File: config.mk
export PLATFORM = sky130hd
export DESIGN_NAME = register_file_mp
export DESIGN_NICKNAME = d
export VERILOG_FILES = /design/src/rtl/register_file_mp_pkg.sv /design/src/rtl/register_file_mp_scoreboard.sv /design/src/rtl/register_file_mp.sv
export SDC_FILE = /design/constraint.sdc
export NUM_CORES = 1
export LEC_CHECK = 0
export CAP_MARGIN = 0
export CORE_ASPECT_RATIO = 0.8
export CORE_UTILIZATION = 50
export DETAILED_ROUTE_END_ITERATION = 10
export PLACE_DENSITY_LB_ADDON = 0.3
export SYNTH_ARGS = -nofsm -noshare
export SYNTH_HDL_FRONTEND = slang
export SYNTH_SLANG_ARGS = --single-unit
File: constraint.sdc
create_clock -name clk -period 6.05 [get_ports clk]
set_clock_uncertainty 0.1 [all_clocks]
set_input_delay 0.9075 -clock clk [delete_from_list [all_inputs] [get_ports clk]]
set_output_delay 0.9075 -clock clk [all_outputs]
set_load 0.005 [all_outputs]
File: src/rtl/register_file_mp_pkg.sv
// Shared register-file constants: default geometry and port counts for the
// multi-port register file and its pending-write scoreboard.
package register_file_mp_pkg;

  localparam int RF_REG_COUNT    = 16;
  localparam int RF_REG_SIZE     = 8;
  localparam int RF_REG_PTR_SIZE = 4;
  localparam int RF_READ_PORTS   = 3;
  localparam int RF_WRITE_PORTS  = 2;
  localparam int RF_PEND_W       = 2;
  localparam int RF_BYPASS       = 1;

  // Number of indices addressable by a pointer of the given width.
  function automatic int ptr_span(input int ptr_size);
    return 1 << ptr_size;
  endfunction

endpackage

File: src/rtl/register_file_mp_scoreboard.sv
// rf_scoreboard: per-register saturating pending-write counters.
// Issues increment, writebacks decrement (clamped at zero).
module rf_scoreboard
  import register_file_mp_pkg::*;
#(
  parameter int REG_COUNT    = RF_REG_COUNT,
  parameter int REG_PTR_SIZE = RF_REG_PTR_SIZE,
  parameter int WRITE_PORTS  = RF_WRITE_PORTS,
  parameter int PEND_W       = RF_PEND_W
) (
  input  logic                                clk,
  input  logic                                srst,
  input  logic [WRITE_PORTS-1:0]              wr_en,
  input  logic [WRITE_PORTS*REG_PTR_SIZE-1:0] wr_addr,
  input  logic                                iss_en,
  input  logic [REG_PTR_SIZE-1:0]             iss_dst,
  output logic                                iss_ready,
  output logic [REG_COUNT-1:0]                busy_vec,
  output logic [REG_COUNT-1:0]                pend_one
);

  localparam int PTR_SPAN = ptr_span(REG_PTR_SIZE);
  localparam logic [PEND_W-1:0] PEND_MAX = '1;

  // Padded to the full pointer range; nonexistent registers never accept issues.
  logic [PTR_SPAN-1:0] full_pad;

  assign iss_ready = ~full_pad[iss_dst];

  genvar gi;
  for (gi = 0; gi < PTR_SPAN; gi++) begin : g_pend
    if (gi < REG_COUNT) begin : g_live
      logic [PEND_W-1:0] pend_reg;
      logic [PEND_W-1:0] pend_next;
      int                cnt;

      // inc is gated by iss_ready, so pend+inc never exceeds PEND_MAX.
      always_comb begin
        cnt = int'(pend_reg);
        if (iss_en && iss_ready && (iss_dst == REG_PTR_SIZE'(gi))) begin
          cnt = cnt + 1;
        end
        for (int j = 0; j < WRITE_PORTS; j++) begin
          if (wr_en[j] && (wr_addr[j*REG_PTR_SIZE +: REG_PTR_SIZE] == REG_PTR_SIZE'(gi))) begin
            cnt = cnt - 1;
          end
        end
        if (cnt < 0) begin
          cnt = 0;
        end
        pend_next = cnt[PEND_W-1:0];
      end

      always_ff @(posedge clk) begin
        if (srst) begin
          pend_reg <= '0;
        end else begin
          pend_reg <= pend_next;
        end
      end

      assign full_pad[gi] = (pend_reg == PEND_MAX);
      assign busy_vec[gi] = (pend_reg != '0);
      assign pend_one[gi] = (pend_reg == PEND_W'(1));
    end else begin : g_pad
      assign full_pad[gi] = 1'b1;
    end
  end

endmodule

File: src/rtl/register_file_mp.sv
// Multi-port register file: combinational reads with optional same-cycle
// write forwarding, prioritised registered writes, R0 init path, scoreboard.
module register_file_mp
  import register_file_mp_pkg::*;
#(
  parameter int REG_COUNT    = RF_REG_COUNT,
  parameter int REG_SIZE     = RF_REG_SIZE,
  parameter int REG_PTR_SIZE = RF_REG_PTR_SIZE,
  parameter int READ_PORTS   = RF_READ_PORTS,
  parameter int WRITE_PORTS  = RF_WRITE_PORTS,
  parameter int PEND_W       = RF_PEND_W,
  parameter int BYPASS       = RF_BYPASS
) (
  input  logic                                clk,
  input  logic                                reset_RF,
  input  logic                                init_R0,
  input  logic [REG_SIZE-1:0]                 init_R0_data,
  input  logic [READ_PORTS*REG_PTR_SIZE-1:0]  rd_addr,
  output logic [READ_PORTS*REG_SIZE-1:0]      rd_data,
  output logic [READ_PORTS-1:0]               rd_busy,
  input  logic [WRITE_PORTS-1:0]              wr_en,
  input  logic [WRITE_PORTS*REG_PTR_SIZE-1:0] wr_addr,
  input  logic [WRITE_PORTS*REG_SIZE-1:0]     wr_data,
  input  logic                                iss_en,
  input  logic [REG_PTR_SIZE-1:0]             iss_dst,
  output logic                                iss_ready,
  output logic [REG_COUNT-1:0]                busy_vec
);

  localparam int PTR_SPAN = ptr_span(REG_PTR_SIZE);

  // Everything indexed by a read pointer is padded to the full pointer range
  // so out-of-range indices read as zero / not busy.
  logic [PTR_SPAN-1:0][REG_SIZE-1:0] r_flat;
  logic [PTR_SPAN-1:0]               in_range;
  logic [PTR_SPAN-1:0]               busy_pad;
  logic [PTR_SPAN-1:0]               one_pad;
  logic [REG_COUNT-1:0]              pend_one;

  rf_scoreboard #(
    .REG_COUNT    (REG_COUNT),
    .REG_PTR_SIZE (REG_PTR_SIZE),
    .WRITE_PORTS  (WRITE_PORTS),
    .PEND_W       (PEND_W)
  ) u_scoreboard (
    .clk       (clk),
    .srst      (reset_RF),
    .wr_en     (wr_en),
    .wr_addr   (wr_addr),
    .iss_en    (iss_en),
    .iss_dst   (iss_dst),
    .iss_ready (iss_ready),
    .busy_vec  (busy_vec),
    .pend_one  (pend_one)
  );

  genvar gi;
  for (gi = 0; gi < PTR_SPAN; gi++) begin : g_reg
    if (gi < REG_COUNT) begin : g_live
      logic [REG_SIZE-1:0] r_reg;
      logic [REG_SIZE-1:0] r_next;

      // Ascending scan: the highest matching port wins; init_R0 beats all ports.
      always_comb begin
        r_next = r_reg;
        for (int j = 0; j < WRITE_PORTS; j++) begin
          if (wr_en[j] && (wr_addr[j*REG_PTR_SIZE +: REG_PTR_SIZE] == REG_PTR_SIZE'(gi))) begin
            r_next = wr_data[j*REG_SIZE +: REG_SIZE];
          end
        end
        if ((gi == 0) && init_R0) begin
          r_next = init_R0_data;
        end
      end

      always_ff @(posedge clk) begin
        if (reset_RF) begin
          r_reg <= '0;
        end else begin
          r_reg <= r_next;
        end
      end

      assign r_flat[gi]   = r_reg;
      assign in_range[gi] = 1'b1;
      assign busy_pad[gi] = busy_vec[gi];
      assign one_pad[gi]  = pend_one[gi];
    end else begin : g_pad
      assign r_flat[gi]   = '0;
      assign in_range[gi] = 1'b0;
      assign busy_pad[gi] = 1'b0;
      assign one_pad[gi]  = 1'b0;
    end
  end

  genvar gk;
  for (gk = 0; gk < READ_PORTS; gk++) begin : g_rd
    logic [REG_PTR_SIZE-1:0] addr;
    logic [REG_SIZE-1:0]     data;
    logic                    hit;

    assign addr = rd_addr[gk*REG_PTR_SIZE +: REG_PTR_SIZE];

    always_comb begin
      data = r_flat[addr];
      hit  = 1'b0;
      if ((BYPASS != 0) && in_range[addr]) begin
        for (int j = 0; j < WRITE_PORTS; j++) begin
          if (wr_en[j] && (wr_addr[j*REG_PTR_SIZE +: REG_PTR_SIZE] == addr)) begin
            data = wr_data[j*REG_SIZE +: REG_SIZE];
            hit  = 1'b1;
          end
        end
        if (init_R0 && (addr == '0)) begin
          data = init_R0_data;
        end
      end
    end

    // A forwarded write only satisfies the consumer if it is the last one pending.
    assign rd_data[gk*REG_SIZE +: REG_SIZE] = data;
    assign rd_busy[gk] = busy_pad[addr] & ~(hit & one_pad[addr]);
  end

endmodule
==> impl_metrics.ini, run 1 <==
[global_routing]
grt_usage_pct = 34.82
grt_pass1_vias = 13485
antenna_found_initial = 2
grt_pass1_wl_mm = 81.14
overflow = 0
grt_max_degree = 76

[logic_synthesis]
async_flop_share_pct = 0
ys.flop_type = dfxtp_1
ys_warn_count = 0
seq_area_frac_synth_pct = 21.26
synth_cell_type_count = 60
syn_area_per_cell_um2 = 8.546
postSynthCellCount = 1763
synth_seq_cells = 160
synth-edff-count = 0
synth_area_um2 = 15070

[clock_tree]
clkLatencyLatePin_ns = 0.44
postCtsResizedCells = 0
clockBufferDepth = 2
clockRootBuffer = clkbuf_16
post-cts-setup-buffer-count = 0
postCtsHoldBufs = 0
htreeDepth = 4
cts_buffers = 17
cts_tree = yes
clk_pin_slew_worst_paths_ns = 0.07
clock_sinks = 160

[layout]
fin_nets = 1894
largest_reg_flops = 128
area_growth_pct = 11.66
layout-drive-gt1-share_pct = 13.32
fillers = 2643
diodes = 0

[placed_design]
globalplace.congestion = 1.011
place_ws_ns = 0.7944
hpwlAfterDp_mm = 39.67
io_buffer_count = 97

[timing]
max_freq_mhz = 185.6
finalMaxSlewViolations = 0
whs_ns = 0.4113
final.setup.tns_ns = 0
slew_headroom_pct = 24.74
rsz0062_at_grt = false
worstMarginPinSlew_ns = 1.125
hold_viol = 0
setup_viol = 0
post-route-period-util_pct = 89.04
min_period_ns = 5.387
setup_ws_ns = 0.6631

[min_path]
min_path_type = flop to flop

[route]
routedWlPerCell_um = 24.58
num_vias = 14876
drcViolationCount = 0
dr.pass1.iters = 5
drt-initial-drc-count = 2260
totalWireLength_mm = 53.53
drtAntennaViolNets = 0
via_per_inst = 6.830

[floorplan]
core-area_um2 = 29500
num_rows = 56
die-area_um2 = 30840
ios = 98
start_util_pct = 51.08
die_y_um = 157.3
fp.dieW_um = 196.1

[power_and_ir_drop]
power.leakage_nw = 6.057
ir_drop_v = 0.0001516
power-per-cell-area_nw_per_um2 = 185.4

[critical_path]
cp.arrival_ns = 4.38
start_kind = input pin
end_kind = primary output
worstSetupPathType = input pin to primary output
crit_fanout = 17
required_ns = 5.04

[run_status]
status = finished, final reports clean

[run]
maxCapViolations = 0
-- synth_stat cells, drive strengths merged, types with 34 or more instances --
| cell | count | area, µm² |
|---|---|---|
| nand2 | 215 | 807.0 |
| o21ai | 62 | 310.3 |
| nor3 | 34 | 185.2 |
| a211oi | 70 | 525.5 |
| a21oi | 51 | 255.2 |
| clkbuf | 115 | 432.9 |
| xnor2 | 36 | 379.1 |
| mux2i | 102 | 1021 |
| a311oi | 96 | 840.8 |
| nor2 | 225 | 844.6 |
| nand3 | 44 | 220.2 |
| buf | 62 | 314.1 |
| ha | 80 | 1001 |
| dfxtp | 160 | 3203 |
| inv | 77 | 289.0 |
| mux4 | 127 | 2860 |
-- through the flow --
stage / std cells / power (mW) / instance area [µm²] / util [%]
6_report: 2178 / 3.120 / 16820 / 57.03
5_1_grt: 2178 / 3.210 / 16820 / 57.03
4_1_cts: 2178 / 3.093 / 16820 / 57.03
3_5_place_dp: 2147 / 1.859 / 16170 / 54.82
3_3_place_gp: 2147 / 1.840 / 16170 / 54.82
2_1_floorplan: 1778 / 1.605 / 15120 / -
-- per-layer routing --
metal / vias to the layer above / global-route usage, % / part of all wire [%]
met5: - / 0 / 0.060
met4: 4 / 9.040 / 2.0
met3: 92 / 13.41 / 16
met1: 7206 / 48.58 / 41
met2: 1063 / 49.99 / 41
li1: 6511 / - / -
-- cell usage in the layout, fill, tap and decap left out, types with 18 or more instances in the layout --
cell type        instances
a211oi_1                70
a21oi_1                 51
a311oi_1                96
buf_4                   43
clkdlybuf4s50_1         89
dfxtp_1                160
ha_1                    80
inv_1                   77
mux2i_1                102
mux4_2                 127
nand2_1                215
nand3_1                 44
nor2_1                 225
nor2b_1                 29
nor3_1                  30
o21ai_0                 62
or3_1                   18
xnor2_1                 32
xor2_1                  18
-- critical path, stage by stage --
cell and delay [ns]:
clkdlybuf4s50_1 0.71, xor2_1 0.28, nor3_1 0.20, nand3_1 0.46, nand3_1 0.62, nor2_1 0.10, a2111oi_0 0.48, clkdlybuf4s50_1 0.61
-- path summary, 6_finish.rpt --
path | from | to | slack, ns | cells past startpoint
worst max-delay path | wr_addr[7] | rd_data[21] | 0.66 | 8
worst min-delay path | g_reg[9].g_live.r_reg[5]$_SDFFE_PP0P_ | g_reg[9].g_live.r_reg[5]$_SDFFE_PP0P_ | 0.41 | 2
worst max register to register | u_scoreboard.g_pend[7].g_live.pend_reg[0]$_SDFF_PP0_ | u_scoreboard.g_pend[6].g_live.pend_reg[1]$_SDFF_PP0_ | 2.66 | 12
worst min register to register | g_reg[9].g_live.r_reg[5]$_SDFFE_PP0P_ | g_reg[9].g_live.r_reg[5]$_SDFFE_PP0P_ | 0.41 | 2
-- cells by family (layout without fill, tap and decap cells) --
kind of cell | after synthesis | after routing | synth area share [%]
AO/OA/AOI/OAI | 354 | 354 | 16.97
XOR/XNOR | 54 | 54 | 3.563
adder cells (fa/ha/maj) | 80 | 80 | 6.643
buffers and inverters | 254 | 248 | 6.876
flip-flops | 160 | 160 | 21.26
multiplexers | 236 | 236 | 26.28
other | 1 | 16 | 0.02489
AND/OR/NAND/NOR | 624 | 624 | 18.39
-- power breakdown --
| group | leakage (nW) | internal [mW] | switching (mW) |
|---|---|---|---|
| clock | 0.315 | 0.741 | 0.516 |
| combinational | 4.44 | 0.317 | 0.405 |
| sequential | 1.30 | 1.09 | 0.0509 |
-- area by class of cell --
class	count	area [µm²]	share of cell area, %
sequential	160	3203	19.04
clock buffer	17	425.4	2.529
tap	406	508.0	3.019
multi-input combinational	1364	10900	64.80
clock inverter	14	227.7	1.354
inverter	77	289.0	1.718
timing repair buffer	140	1269	7.541
Power figures use the tool's default switching activity.
==> inputs of run 2 (changes only) <==
Clock period 6.05 ns to 6.99 ns, I/O delays scaled along.
==> run 2 against run 1 <==
Against the previous run:
- count of clock-buffer cells in the layout up 1
- utilization is 0.33 points lower
- design area decreased by 0.58%
- largest power group is now sequential cells
==> impl_metrics.ini, run 2 (synthesis gave the netlist of run 1 again) <==
[critical_path]
path_cells = clkdlybuf4s50_1, xor2_1, nor3_1, nand3_1, nand3_1, nor2_1, a2111oi_0, clkdlybuf4s50_1
cp.arrival_ns = 4.71
r2r_cells = 12
rrSetupSlack_ns = 3.73
required_ns = 5.84
worstReg2RegEnd = u_scoreboard.g_pend[6].g_live.pend_reg[1]$_SDFF_PP0_
worstSetupPathType = input pin to primary output
crit_fanout = 17
start_kind = input pin
rr_startpoint = u_scoreboard.g_pend[7].g_live.pend_reg[0]$_SDFF_PP0_
slowest_delay_ns = 0.84
end_kind = primary output
slowest_stage = a2111oi_0

[clock_tree]
cts_buffers = 17
clock_sinks = 160
post-cts-setup-buffer-count = 0
clkLatencyLatePin_ns = 0.45
postCtsResizedCells = 0
cts_tree = yes
clk_pin_slew_worst_paths_ns = 0.08
clockRootBuffer = clkbuf_16
clockBufferDepth = 2
postCtsHoldBufs = 0
htreeDepth = 4

[placed_design]
postPlaceCellArea_um2 = 16140
io_buffer_count = 97
globalplace.congestion = 1.009
hpwlAfterDp_mm = 39.39

[timing]
worstMarginPinSlew_ns = 1.206
rsz0062_at_grt = false
min_period_ns = 5.860
final.setup.tns_ns = 0
setup_viol = 0
hold_viol = 0
max_freq_mhz = 170.7
post-route-period-util_pct = 83.83
slew_headroom_pct = 19.13
finalMaxSlewViolations = 0

[route]
drt-initial-drc-count = 1995
via_per_inst = 6.797
drtAntennaViolNets = 0
totalWireLength_mm = 54.09
num_vias = 14790
dr.pass1.iters = 8
routedWlPerCell_um = 24.86
drcViolationCount = 0

[layout]
diodes = 0
largest_reg_flops = 128
layout-drive-gt1-share_pct = 13.28
layout.cells.most_common_list = nor2_1, nand2_1, dfxtp_1
area_growth_pct = 11.01
design_area_um2 = 16730
final_core_util_pct = 56.70
final_common_cell = nor2_1
fin_nets = 1891

[min_path]
holdPathEnd = g_reg[3].g_live.r_reg[4]$_SDFFE_PP0P_
min_path_type = flop to flop
hp-start = g_reg[3].g_live.r_reg[4]$_SDFFE_PP0P_
whs_path_depth = 2

[floorplan]
core-area_um2 = 29500
num_rows = 56
start_util_pct = 51.08
die_y_um = 157.3
ios = 98
fp.dieW_um = 196.1
die-area_um2 = 30840

[power_and_ir_drop]
power-per-cell-area_nw_per_um2 = 155.1
power.leakage_nw = 6.012
ir_drop_v = 0.0001301
finalPower_mw = 2.594

[run_status]
status = finished, final reports clean

[global_routing]
antenna_found_initial = 1
overflow = 0
grt_max_degree = 74
grt_usage_pct = 35.59
grt_pass1_wl_mm = 83.10
grt_pass1_vias = 13749

[run]
maxCapViolations = 0
## run 2: cell types whose count changed in the layout (fill, tap and decap cells not counted)
| cell | delta |
|---|---|
| inv_8 | +1 |
| bufinv_16 | -4 |
| inv_6 | +1 |
| nor3_1 | -1 |
| clkinv_4 | +3 |
| buf_4 | -2 |
| clkinvlp_4 | -1 |
| nor3_2 | +1 |
| clkbuf_8 | +1 |
| buf_12 | -1 |
## run 2: worst max path at each step
| stage | cells after the start | to | slack [ns] | startpoint |
|---|---|---|---|---|
| after global placement | 8 | rd_data[23] | 1.41 | wr_addr[7] |
| after floorplan | 7 | rd_busy[0] | 3.10 | rd_addr[0] |
| final | 8 | rd_data[20] | 1.13 | wr_addr[7] |
| after detailed placement | 8 | rd_data[23] | 1.33 | wr_addr[7] |
| after global routing | 8 | rd_data[23] | 0.97 | wr_addr[7] |
| after CTS | 8 | rd_data[23] | 1.32 | wr_addr[7] |
## run 2: area by class of cell
| type | instances | area (µm²) |
|---|---|---|
| Clock buffer | 18 | 439.2 |
| Clock inverter | 14 | 146.4 |
| Fill cell | 2542 | 12770 |
| Inverter | 77 | 289.0 |
| Multi-Input combinational cell | 1364 | 10910 |
| Sequential cell | 160 | 3203 |
| Tap cell | 406 | 508.0 |
| Timing Repair Buffer | 137 | 1234 |
## run 2: routing by layer
layer  wire (µm)  global-route usage (%)
met1       21910                   50.20
met2       23010                   52.79
met3        8169                   11.18
met4        1003                   8.445
met5           0                       0
## run 2: worst max-delay path: cells and delay by family
family	cells	cell delay, ns
and+or+nand+nor	4	1.16
AOI/OAI and AO/OA	1	0.84
buffers and inverters	2	1.38
xor gates and xnor gates	1	0.29
## run 2: metrics by stage
stage,instances,hold WS (ns),setup slack [ns]
3_5_place_dp,2144,0.3993,1.326
3_3_place_gp,2144,0.3889,1.411
4_1_cts,2176,0.4147,1.319
2_1_floorplan,1778,0.3745,3.103
6_report,2176,0.4145,1.130
5_1_grt,2176,0.4329,0.9668
## run 2: report_power, final
part	leakage, nW	internal, mW	total (mW)	switching (mW)
logic	4.43	0.274	0.629	0.355
registers	1.30	0.943	0.986	0.0429
clock network	0.288	0.514	0.979	0.465
total	6.01	1.73	2.59	0.863
